### config.mk
export PLATFORM = sky130hd
export DESIGN_NAME = gpio_ctrl
export DESIGN_NICKNAME = d
export VERILOG_FILES = /design/src/rtl/gpio_pkg.sv /design/src/rtl/gpio_debounce.sv /design/src/rtl/gpio_ctrl.sv
export SDC_FILE = /design/constraint.sdc
export NUM_CORES = 1
export LEC_CHECK = 0
export ABC_AREA = 1
export CORE_ASPECT_RATIO = 1.2
export CORE_UTILIZATION = 29
export DETAILED_ROUTE_END_ITERATION = 6
export PLACE_DENSITY_LB_ADDON = 0.12
export SLEW_MARGIN = 20
export SYNTH_ARGS = -nofsm -noshare
export SYNTH_HDL_FRONTEND = slang
export SYNTH_SLANG_ARGS = --single-unit
### constraint.sdc
create_clock -name HCLK -period 0.8 [get_ports HCLK]
set_input_delay 0.08 -clock HCLK [delete_from_list [all_inputs] [get_ports HCLK]]
set_output_delay 0.08 -clock HCLK [all_outputs]
set_load 0.05 [all_outputs]
### src/rtl/gpio_pkg.sv
`default_nettype none
// +----------------------------------------------------------------------+
// | gpio_pkg : shared constants and helpers for the gpio_ctrl block      |
// | Rev 1.0                                                               |
// +----------------------------------------------------------------------+
package gpio_pkg;

    localparam logic IT_LEVEL = 1'b0;
    localparam logic IT_EDGE  = 1'b1;
    localparam logic POL_LOW  = 1'b0;
    localparam logic POL_HIGH = 1'b1;

    // Width of a counter that must hold 0..cycles inclusive.
    function automatic int unsigned dbc_cnt_width(input int unsigned cycles);
        return (cycles < 1) ? 1 : $clog2(cycles + 1);
    endfunction

    function automatic logic pin_event(input logic it, input logic ip,
                                       input logic val, input logic prev);
        logic ev;
        ev = 1'b0;
        case ({it, ip})
            {IT_LEVEL, POL_HIGH}: ev = val;
            {IT_LEVEL, POL_LOW }: ev = ~val;
            {IT_EDGE,  POL_HIGH}: ev = val & ~prev;
            {IT_EDGE,  POL_LOW }: ev = ~val & prev;
            default:              ev = 1'b0;
        endcase
        return ev;
    endfunction

endpackage
`default_nettype wire

### src/rtl/gpio_debounce.sv
`default_nettype none
// +----------------------------------------------------------------------+
// | gpio_debounce : per-pin stable-level filter, WIDTH pins wide         |
// | Rev 1.0                                                               |
// +----------------------------------------------------------------------+
module gpio_debounce
    import gpio_pkg::*;
#(
    parameter int WIDTH           = 16,
    parameter int DEBOUNCE_CYCLES = 8
) (
    input  logic             clk_i,
    input  logic             rst_ni,
    input  logic [WIDTH-1:0] sync_i,
    output logic [WIDTH-1:0] val_o
);

    localparam int CNT_W = int'(dbc_cnt_width(DEBOUNCE_CYCLES));
    localparam logic [CNT_W-1:0] CNT_LAST = CNT_W'(DEBOUNCE_CYCLES - 1);

    for (genvar i = 0; i < WIDTH; i++) begin : g_pin
        logic [CNT_W-1:0] cnt_q;
        logic [CNT_W-1:0] cnt_d;
        logic             stable_q;
        logic             stable_d;

        // The accepting cycle is the DEBOUNCE_CYCLES-th consecutive mismatch.
        always_comb begin
            cnt_d    = '0;
            stable_d = stable_q;
            if (sync_i[i] != stable_q) begin
                if (cnt_q == CNT_LAST) begin
                    stable_d = sync_i[i];
                end else begin
                    cnt_d = cnt_q + CNT_W'(1);
                end
            end
        end

        always_ff @(posedge clk_i or negedge rst_ni) begin
            if (!rst_ni) begin
                cnt_q    <= '0;
                stable_q <= 1'b0;
            end else begin
                cnt_q    <= cnt_d;
                stable_q <= stable_d;
            end
        end

        assign val_o[i] = stable_q;
    end

endmodule
`default_nettype wire

### src/rtl/gpio_ctrl.sv
`default_nettype none
// +----------------------------------------------------------------------+
// | gpio_ctrl : GPIO with input sync, edge/level IRQ and sticky status.  |
// | Optional debouncer when GPIO_DEBOUNCE_EN is defined.                  |
// | Rev 1.0                                                               |
// +----------------------------------------------------------------------+
module gpio_ctrl
    import gpio_pkg::*;
#(
    parameter int WIDTH           = 16,
    parameter int SYNC_STAGES     = 2,
    parameter int DEBOUNCE_CYCLES = 8
) (
    input  logic             HCLK,
    input  logic             HRESETn,
    output logic [WIDTH-1:0] WGPIODIN,
    input  logic [WIDTH-1:0] WGPIODOUT,
    input  logic [WIDTH-1:0] WGPIOPU,
    input  logic [WIDTH-1:0] WGPIOPD,
    input  logic [WIDTH-1:0] WGPIODIR,
    input  logic [WIDTH-1:0] WGPIOIM,
    input  logic [WIDTH-1:0] WGPIOIT,
    input  logic [WIDTH-1:0] WGPIOIP,
    input  logic [WIDTH-1:0] WGPIOIC,
    output logic [WIDTH-1:0] WGPIOIS,
    output logic             IRQ,
    input  logic [WIDTH-1:0] GPIOIN,
    output logic [WIDTH-1:0] GPIOOUT,
    output logic [WIDTH-1:0] GPIOPU,
    output logic [WIDTH-1:0] GPIOPD,
    output logic [WIDTH-1:0] GPIOOEN
);

    logic [WIDTH-1:0] sync_q [SYNC_STAGES];
    logic [WIDTH-1:0] sync;
    logic [WIDTH-1:0] val;
    logic [WIDTH-1:0] evt;
    logic [WIDTH-1:0] prev_q;
    logic [WIDTH-1:0] status_q;
    logic [WIDTH-1:0] status_d;

    assign GPIOOUT = WGPIODOUT;
    assign GPIOOEN = WGPIODIR;
    assign GPIOPU  = WGPIOPU;
    assign GPIOPD  = WGPIOPD;

    always_ff @(posedge HCLK or negedge HRESETn) begin
        if (!HRESETn) begin
            for (int s = 0; s < SYNC_STAGES; s++) begin
                sync_q[s] <= '0;
            end
        end else begin
            sync_q[0] <= GPIOIN;
            for (int s = 1; s < SYNC_STAGES; s++) begin
                sync_q[s] <= sync_q[s-1];
            end
        end
    end

    assign sync = sync_q[SYNC_STAGES-1];

`ifdef GPIO_DEBOUNCE_EN
    gpio_debounce #(
        .WIDTH           (WIDTH),
        .DEBOUNCE_CYCLES (DEBOUNCE_CYCLES)
    ) u_debounce (
        .clk_i  (HCLK),
        .rst_ni (HRESETn),
        .sync_i (sync),
        .val_o  (val)
    );
`else
    assign val = sync;
`endif

    assign WGPIODIN = val;

    always_comb begin
        evt = '0;
        for (int i = 0; i < WIDTH; i++) begin
            evt[i] = pin_event(WGPIOIT[i], WGPIOIP[i], val[i], prev_q[i]);
        end
    end

    // A new event outranks a same-cycle clear.
    assign status_d = evt | (status_q & ~WGPIOIC);

    always_ff @(posedge HCLK or negedge HRESETn) begin
        if (!HRESETn) begin
            prev_q   <= '0;
            status_q <= '0;
        end else begin
            prev_q   <= val;
            status_q <= status_d;
        end
    end

    assign WGPIOIS = status_q;
    assign IRQ     = |(status_q & WGPIOIM);

endmodule
`default_nettype wire

==> summary.md <==
The checks that failed: setup timing. The utilization of the core after routing came out at 49.6%. Critical path capture point type: an output pin. Post-synthesis average cell area: 9.82 µm². Synthesis produced a netlist with a net count of 437.

The count of port buffers added during placement was 114; the critical path data arrival time was 1300 ps. The total number of placement rows is 39. Counting along the longest clock path gives a buffer depth of 2. Setup repair after global routing could not meet its margin everywhere. Power spread over the standard cell area amounts to 2080 mW/mm².

In this run the remaining antenna-violating nets after routing total 0. The root buffer cell was clkbuf_16. In this run, the clock network consumes 39.2% of the power.

Worst-case setup margin in the final layout: -581 ps. The clock tree synthesis step divided the H-tree into 3 levels. The number of clock sinks was 64; the gate count after technology mapping was 291. Setup slack on the worst reg-to-reg path comes out at -200 ps. The logs give 0.00406 mm² for the cell area after placement and 0.00956 mm² for the area inside the core boundary.

The final count of hold timing violations came out at 0. The clock latency at the later pin of the worst-skew pair came out at 320 ps. Detailed placement ended at an HPWL of 6290 µm.

Combinational logic burns 24.0% of the power. The worst register-to-register path has a depth of 5. The first TritonRoute pass finished after 2 iterations. The tools report the initial antenna violation count as 0. The final setup violation count is 49, and the maximum clock rate is 724 MHz. Final-report max-slew violation count: 0. In this run, the number of DRC markers left after iteration 0 of detailed routing was 65. The analysis attributes to net switching a power of 2.68 mW. Total detailed-routing wirelength: 8030 µm.

The part of the cycle the worst path needs was 173%; the worst vdd rail ir drop was 1.16 mV. The via count of the first global-routing pass was 2246. In this run the worst setup path begins at WGPIOIS[0]. Once layout is complete, the cells apart from fillers number 504. The total of warnings raised by yosys was 0. The run finished, with violations left.

The hold slack is 158 ps. Number of buffers created by CTS: 9. TritonCTS built the clock tree. Measured along the y axis, the die boundary spans 111 µm. The number of antenna diodes in the final layout is 0.

Net switching is 27.1% of the power. Startpoint of the lowest-slack register-to-register path: WGPIOIS[0]. The run gives 0.730 as the last weighted congestion value of the routability-driven placer. For the worst slew margin relative to its limit, the log shows 82.6%. The tools report the data required time at the worst endpoint as 720 ps. On the final layout, the worst clock skew is 2.13 ps. The multi-input combinational cells in the finished layout cover a total of 611 µm². The routed via count divided by cell count came out at 4.20. For the total negative slack, the log shows -9160 ps. The clock input transition at the sequential cells of the worst setup and hold paths came out at 50 ps.

The tools report the end of the worst register-to-register path as WGPIOIS[0]. In this run the static leakage power is 2.13 nW. For this run, design rule violations remaining after detail routing come to 0. The transition time of the tightest slew-check pin is 261 ps, and the final critical path time including I/O delays and setup is 1380 ps. Max-cap violations in this run came to 0. After routing the design area is 0.00474 mm². Counting flops and latches in the post-synthesis netlist gives 64.

From synthesis to final layout, the design area changed by 66.1%. The share of the Yosys chip area taken by registers is 56.1%. The first-pass GRT wire length is 11900 µm, and the post-synthesis cell area is 0.00286 mm². Per report_power, the sequential group accounts for 36.9% of the total. The critical path is of the flop to output pin type. In this run the worst path has a maximum fanout of 2. The global-route congestion overflow total is 0.

STA classifies the critical path startpoint as a flop. Once the floorplan was initialized, standard cells occupied 29.9% of the core. In the final layout, the share of cells above drive strength 1 is 38.1%.

Global routing used 16.0% of the available tracks across all layers. The net count of the finished layout is 522. The number of primary I/O pins was 243; the unique cell type count in the Yosys netlist was 9.

The detailed-route via count is 2118, and the total area of sequential cells is 0.00163 mm². In this run, placement finished with an instance count of 466. The type of the most critical hold path was primary input to async pin.

After detailed routing, the average wire length per cell comes to 15.9 µm. Counting the fill cells in the layout gives 897. From left edge to right edge, the die measures 92.6 µm.

Internal power comes to 7.20 mW. Prior to clock tree synthesis, the placed netlist has a worst setup slack of -371 ps. The die covers 0.0103 mm².

Post-layout total power: 9.89 mW. Entering global routing, the biggest net connects 37 pins.
## how the worst max path moves through the flow
| stage | end | slack [ps] | cells after the start |
|---|---|---|---|
| 3_3_place_gp | IRQ | -370 | 8 |
| 5_1_grt | IRQ | -640 | 7 |
| 4_1_cts | IRQ | -620 | 5 |
| 6_report | IRQ | -580 | 5 |
| 3_5_place_dp | IRQ | -370 | 6 |
| 2_1_floorplan | IRQ | -290 | 6 |
## synthesized netlist by cell type (all sizes together)
library cell | count | share of area, %
nand3 | 16 | 2.8
dfrtp | 64 | 56
inv | 38 | 5.0
o21ai | 16 | 2.8
o211ai | 16 | 4.2
nor2 | 18 | 2.4
buf | 80 | 21
nand4 | 1 | 0.22
nand2 | 42 | 5.5
## critical path, cell delays in order (launching register included)
cell	delay [ps]
dfrtp_2	420
nand2_1	60
nand4_1	150
nor2_2	130
nand2_2	70
buf_12	150
## registers in the layout (all words and copies together) (netlist names)
signal / cells
WGPIOIS: 16
sync_q: 16
WGPIODIN: 16
prev_q: 16
## power groups by stage
| stage | Clock [mW] | Sequential [mW] | Combinational, mW |
|---|---|---|---|
| 3_5_place_dp | 0 | 3.69 | 2.11 |
| 4_1_cts | 3.97 | 3.63 | 2.27 |
| 5_1_grt | 4.15 | 3.67 | 2.51 |
| 6_report | 3.87 | 3.64 | 2.37 |
| 3_3_place_gp | 0 | 3.68 | 2.10 |
| 2_1_floorplan | 0 | 3.99 | 1.32 |
## kinds of logic (layout without fill, tap and decap cells)
family,count (synthesis),count (layout),synth area share (%)
buffers and inverters,118,208,26.0
flip-flops,64,64,56.1
AO/OA/AOI/OAI,32,32,7.01
AND/OR/NAND/NOR,77,77,10.9
## layout make-up
type / count / share of cell area (%)
Clock inverter: 7 / 1.50
Inverter: 38 / 3.01
Multi-Input combinational cell: 109 / 12.9
Tap cell: 123 / 3.24
Clock buffer: 9 / 4.75
Sequential cell: 64 / 34.3
Timing Repair Buffer: 154 / 40.3
## routing by layer
metal / global-route usage, % / vias to the layer above / wire (µm)
met1: 14.7 / 967 / 2460
met5: 0 / - / 0
met4: 9.06 / 0 / 334
met3: 12.0 / 30 / 1330
met2: 25.3 / 114 / 3900
li1: - / 1007 / -
## placed cells by master, fill, tap and decap left out, drive strengths merged
master | netlist | routed
clkdlybuf4s50 | 0 | 80
buf | 80 | 73
dfrtp | 64 | 64
nand2 | 42 | 42
inv | 38 | 39
nor2 | 18 | 18
o211ai | 16 | 16
nand3 | 16 | 16
o21ai | 16 | 16
clkbuf | 0 | 9
clkinvlp | 0 | 3
clkinv | 0 | 2
nand4 | 1 | 1
bufinv | 0 | 1
dlygate4sd3 | 0 | 1
## what timing repair did
item,CTS,global route
setup endpoints to repair,44,49
buffers inserted,18,9
pin swaps,3,20
hold buffers,1,0
gates resized for setup,39,53
endpoints found under the hold margin,64,0
(Power assumes the default switching activity.)
